[src/rtl/epf_error_monitor.sv]
// rtl/epf_error_monitor.sv - PAM4 symbol error monitor with good/error burst tracking and indexed stats readout
module epf_error_monitor #(
    parameter int HIST_BINS = 16,
    parameter int CNT_W     = 48,
    parameter int LEN_W     = 16
) (
    input  logic        clk,
    input  logic        rst,
    input  logic        en,
    input  logic [1:0]  symbol_ref,
    input  logic [1:0]  symbol_rx,
    input  logic        clear,
    input  logic [31:0] rd_idx,
    output logic [63:0] rd_data,
    output logic        in_burst,
    output logic        err_pulse
);
    localparam int HW = $clog2(HIST_BINS);

    typedef enum logic {GOOD, ERR} state_t;

    state_t             state, state_nx;
    logic [1:0]         diff;
    logic               is_err, take, close_burst, open_burst;
    logic [CNT_W-1:0]   sym_cnt, err_cnt, burst_cnt, err_after_err;
    logic [CNT_W-1:0]   plus_cnt, minus_cnt, big_cnt;
    logic [CNT_W-1:0]   hist [HIST_BINS];
    logic [LEN_W-1:0]   burst_len, max_burst;
    logic [HW-1:0]      bin;
    logic [63:0]        rd_mux;

    function automatic logic [CNT_W-1:0] sat_cnt(input logic [CNT_W-1:0] v);
        return (&v) ? v : v + 1'b1;
    endfunction

    function automatic logic [LEN_W-1:0] sat_len(input logic [LEN_W-1:0] v);
        return (&v) ? v : v + 1'b1;
    endfunction

    // Modulo-4 wrap makes ref=3/rx=0 a plus error.
    assign diff   = symbol_rx - symbol_ref;
    assign is_err = (diff != 2'd0);
    assign take   = en && !clear;
    assign bin    = (burst_len >= LEN_W'(HIST_BINS - 1)) ? HW'(HIST_BINS - 1) : burst_len[HW-1:0];
    assign in_burst = (state == ERR);

    always_comb begin
        state_nx    = state;
        close_burst = 1'b0;
        open_burst  = 1'b0;
        if (take) begin
            case (state)
                GOOD: if (is_err) begin
                    state_nx   = ERR;
                    open_burst = 1'b1;
                end
                ERR: if (!is_err) begin
                    state_nx    = GOOD;
                    close_burst = 1'b1;
                end
                default: state_nx = GOOD;
            endcase
        end
    end

    always_ff @(posedge clk) begin
        if (rst || clear) state <= GOOD;
        else              state <= state_nx;
    end

    always_ff @(posedge clk) begin
        if (rst || clear) begin
            sym_cnt       <= '0;
            err_cnt       <= '0;
            burst_cnt     <= '0;
            err_after_err <= '0;
            plus_cnt      <= '0;
            minus_cnt     <= '0;
            big_cnt       <= '0;
            burst_len     <= '0;
            max_burst     <= '0;
            err_pulse     <= 1'b0;
            for (int k = 0; k < HIST_BINS; k++) hist[k] <= '0;
        end else begin
            err_pulse <= take && is_err;
            if (take) begin
                sym_cnt <= sat_cnt(sym_cnt);
                if (is_err) err_cnt <= sat_cnt(err_cnt);
                case (diff)
                    2'd1:    plus_cnt  <= sat_cnt(plus_cnt);
                    2'd2:    big_cnt   <= sat_cnt(big_cnt);
                    2'd3:    minus_cnt <= sat_cnt(minus_cnt);
                    default: ;
                endcase
                if (open_burst) begin
                    burst_cnt <= sat_cnt(burst_cnt);
                    burst_len <= LEN_W'(1);
                end else if (state == ERR && is_err) begin
                    err_after_err <= sat_cnt(err_after_err);
                    burst_len     <= sat_len(burst_len);
                end
                // The closing sample bins the burst in the same edge that returns to GOOD.
                if (close_burst) begin
                    hist[bin] <= sat_cnt(hist[bin]);
                    if (burst_len > max_burst) max_burst <= burst_len;
                    burst_len <= '0;
                end
            end
        end
    end

    always_comb begin
        rd_mux = 64'd0;
        case (rd_idx)
            32'd0:   rd_mux = 64'(sym_cnt);
            32'd1:   rd_mux = 64'(err_cnt);
            32'd2:   rd_mux = 64'(burst_cnt);
            32'd3:   rd_mux = 64'(err_after_err);
            32'd4:   rd_mux = 64'(plus_cnt);
            32'd5:   rd_mux = 64'(minus_cnt);
            32'd6:   rd_mux = 64'(big_cnt);
            32'd7:   rd_mux = 64'(max_burst);
            32'd8:   rd_mux = 64'(burst_len);
            default: ;
        endcase
        for (int k = 0; k < HIST_BINS; k++)
            if (rd_idx == 32'(16 + k)) rd_mux = 64'(hist[k]);
    end

    always_ff @(posedge clk) begin
        if (rst) rd_data <= 64'd0;
        else     rd_data <= rd_mux;
    end
endmodule

[config.mk]
export PLATFORM = sky130hd
export DESIGN_NAME = epf_error_monitor
export DESIGN_NICKNAME = d
export VERILOG_FILES = /design/src/rtl/epf_error_monitor.sv
export SDC_FILE = /design/constraint.sdc
export NUM_CORES = 2
export LEC_CHECK = 0
export CAP_MARGIN = 20
export CORE_UTILIZATION = 50
export DETAILED_ROUTE_END_ITERATION = 8
export GPL_ROUTABILITY_DRIVEN = 1
export PLACE_DENSITY = 0.67
export SETUP_SLACK_MARGIN = 0.05
export SYNTH_ARGS = -nofsm -noshare
export SYNTH_HDL_FRONTEND = slang
export SYNTH_SLANG_ARGS = --single-unit
[constraint.sdc]
create_clock -name clk -period 5.35 [get_ports clk]
set_input_delay 1.3375 -clock clk [delete_from_list [all_inputs] [get_ports clk]]
set_output_delay 1.3375 -clock clk [all_outputs]
set_load 0.01 [all_outputs]
==> flow_summary_export.csv <==
group,metric,value,unit
setup_path,cp_cell_sequence,"or4_4 > buf_4 > nor4_4 > buf_4 > buf_4 > buf_4 > a2111oi_0 > buf_4 > a2111oi_4 > or4b_4 > nor4_4 > buf_4 > buf_12 > a21oi_1 > buf_4 > xor2_4 > buf_4 > nor2_1",
run_status,violations,"DRC",
power_and_ir_drop,total_leakage_power,0.0252,µW
timing,period_share,0.997,
floorplanning,die_area,125000,µm²
timing,fin_skew,0.0311,ns
grt,grt_max_degree,199,
cells_and_area,final_layout_size_suffix_gt1_frac,0.155,
grt,grt_pass1_vias,53300,
floorplanning,initial_core_util,0.506,
timing,worst_slack,0.0140,ns
setup_path,critPathArrivalTime,5.85,ns
logic_synthesis,synthAdderAreaFrac,0.00527,
logic_synthesis,synth_seq_cells,1186,
route,wirelength,269,mm
route,num_vias,57400,
power_and_ir_drop,cellPowerDensity,286,nW/µm²
grt,antenna_found_initial,11,
place,dpl.hpwl,186,mm
logic_synthesis,synth_mux_area_frac,0.0563,
clock_network,cts_buffers,137,
logic_synthesis,synthTopCellsByArea,"edfxtp_1, dfxtp_1, nor2_1",
setup_path,critPathLaunchType,"flop",
setup_path,crit_type,"reg -> reg",
clock_network,clk_latency,0.80,ns
route,vias_per_cell,6.89,
cells_and_area,nFillCells,10300,
logic_synthesis,synth_edf_count,768,
logic_synthesis,postSynth.asyncResetShare,0,
setup_path,cp_slowest_cell,"or4_4",
logic_synthesis,synth.distinct_cells,100,
cells_and_area,regArea,31400,µm²
logic_synthesis,postSynthAreaPerCell,9.82,µm²
route,route.detailed.drc,5,
cells_and_area,multi_input_area,28300,µm²
run_status,outcome,"finished with violations",
cells_and_area,layout_commonest_cell,"nor2_1",
hold_path,min-delay-path-class,"reg -> reg",
power_and_ir_drop,total_power,20800,µW
timing,max-slew-margin-rel,0.253,
logic_synthesis,synth_area,61700,µm²
setup_path,slowest_delay,0.66,ns
logic_synthesis,synthDominantCellAreaShare,0.374,
logic_synthesis,synth_xor_xnor_area_share,0.0526,
setup_path,required,5.86,ns
logic_synthesis,synth_cells,6281,
setup_path,end_kind,"flop",
power_and_ir_drop,max-vdd-ir-drop,339,µV
route,routedWlPerCell,32.4,µm
logic_synthesis,synth_compound_area_frac,0.146,
cells_and_area,layout_common_cells,"nor2_1, edfxtp_1, buf_4",
timing,hold_slack,0.479,ns
place,post_dp_cell_area,68000,µm²
timing,tightestPinTransition,1.12,ns
cells_and_area,fin_nets,6652,
hold_path,holdCritStartpoint,"hist[15][8]",
floorplanning,core_area,122000,µm²
place,dp_slack,-0.245,ns
clock_network,hold_buffers,0,
floorplanning,ios,106,
clock_network,clock_sinks,1186,
clock_network,cts-root-buf,"clkbuf_16",
grt,grt.overflow.total,0,
job,maxCapViolCount,0,
logic_synthesis,synth-seq-area-share,0.509,
timing,fmax,187,MHz
cells_and_area,stdcell_area,72800,µm²
floorplanning,die_w,353,µm
logic_synthesis,yosysTopAreaCell,"edfxtp_1",
logic_synthesis,synth_top_family_by_area,"simple AND/OR/NAND/NOR gates",
timing,finalCriticalPeriod,5.34,ns
clock_network,htree_levels,4,
logic_synthesis,synth_ff_type,"edfxtp_1",
route,detail_route.iter0.violations,10400,
setup_path,crit_path_frequent_cell,"buf_4",
timing,slew_viol_final,0,
place,portBuffers,89,
route,drt_first_pass_iters,9,
clock_network,clk_pin_slew,0.06,ns
setup_path,r2r-end,"hist[14][16]",
route,ant_nets,0,
floorplanning,num_rows,128,
grt,grt_pass1_wl,379,mm
logic_synthesis,ys_warn_count,0,
setup_path,reg2regPathDepth,18,
floorplanning,die_y,353,µm
hold_path,min_path_cells,2,
logic_synthesis,synth-simple-area-share,0.191,
setup_path,cp_max_fo,9,
setup_path,reg2reg_from,"burst_len[10]",
timing,setup_viol,0,
cells_and_area,areaGrowthSynthToFinish,18.0,%
grt,grt_usage,0.418,
place,gp_congestion,1.05,
hold_path,whs_endpoint,"rd_data[8]",
timing,finalHoldViolations,0,
setup_path,r2r_slack,0.01,ns
clock_network,cts_tree,"yes",
clock_network,cts.path.max_buffers,3,
-- routing by layer --
layer	global-route usage	share of wire
met1	0.539	0.35
met3	0.180	0.17
met5	0	0.0011
met4	0.207	0.059
met2	0.598	0.41
-- cell usage after synthesis (all sizes together) (10+ instances only) --
| cell | n |
|---|---|
| xnor2 | 111 |
| a211oi | 48 |
| buf | 160 |
| dfxtp | 418 |
| a21o | 11 |
| clkbuf | 335 |
| xor2 | 244 |
| o21ai | 279 |
| a22oi | 115 |
| a31oi | 31 |
| mux2i | 186 |
| and3 | 97 |
| a2111oi | 19 |
| mux4 | 31 |
| o2111ai | 17 |
| or2 | 13 |
| o2bb2ai | 49 |
| o31ai | 14 |
| nor2 | 1365 |
| o311a | 11 |
| o211ai | 26 |
| or3 | 56 |
| or4 | 13 |
| nor4 | 71 |
| a221o | 20 |
| nand3 | 194 |
| and2 | 36 |
| o221ai | 36 |
| a221oi | 78 |
| and4 | 38 |
| edfxtp | 768 |
| o22ai | 109 |
| ha | 26 |
| a222oi | 83 |
| a21oi | 239 |
| a22o | 43 |
| nand4 | 124 |
| nand2b | 15 |
| nor2b | 23 |
| mux2 | 81 |
| inv | 65 |
| nand3b | 10 |
| nand2 | 387 |
| nor3 | 100 |
-- worst max path at each step --
stage	start	to
2_1_floorplan	symbol_rx[0]	hist[10][0]
3_3_place_gp	rd_idx[25]	rd_data[21]
3_5_place_dp	burst_len[7]	hist[1][3]
4_1_cts	burst_len[11]	hist[2][36]
5_1_grt	burst_len[15]	hist[3][16]
6_report	burst_len[10]	hist[14][16]
-- area by class of cell --
cell class	count	share of cell area
sequential	1186	0.432
multi-input combinational	4550	0.388
timing repair buffer	646	0.0886
clock buffer	190	0.0536
tap	1625	0.0279
clock inverter	60	0.00629
inverter	65	0.00335
antenna	4	0.000137
-- critical path, delay by kind of cell (launching register included) --
family	cells	cell delay [ns]
DFF	1	0.31
AOI/OAI and AO/OA	3	0.56
xor gates and xnor gates	1	0.27
buffers and inverters	9	1.77
and+or+nand+nor	5	2.14
-- logic make-up (layout without fill, tap and decap cells) --
family                   Yosys count  in the layout
buffers and inverters            560            961
AND/OR/NAND/NOR                 2566           2566
AO/OA/AOI/OAI                   1289           1289
adder cells (fa/ha/maj)           26             26
XOR/XNOR                         355            355
multiplexers                     298            298
other                              1             20
flip-flops                      1186           1186
-- stage by stage --
step           utilization  TNS, ns  std cells
6_report             0.597        0       8326
5_1_grt              0.596   -0.805       8322
4_1_cts              0.593        0       8299
3_5_place_dp         0.557    -8.06       8047
3_3_place_gp         0.557   -21.61       8047
2_1_floorplan            -        0       6296
-- sequential cells by signal, summed over array words and instances, names as in the netlist --
| register | cells |
|---|---|
| plus_cnt | 48 |
| burst_cnt | 48 |
| err_after_err | 48 |
| sym_cnt | 48 |
| err_cnt | 48 |
| in_burst | 1 |
| big_cnt | 48 |
| minus_cnt | 48 |
| rd_data | 48 |
| burst_len | 16 |
| hist | 768 |
| max_burst | 16 |
| err_pulse | 1 |
-- where the power goes --
part           internal (µW)  switching, µW  total [µW]
Combinational            418            911        1330
Clock                   5340           4000        9340
Sequential              9980            192       10200
Total                  15700           5100       20800
-- what timing repair did --
action,CTS,global route
hold endpoints to repair,0,0
resized for setup,11,35
pin swaps,4,18
setup endpoints to repair,381,614
setup buffers,2,20
gates cloned,0,3
No activity file was read; power rests on OpenSTA's default activity.
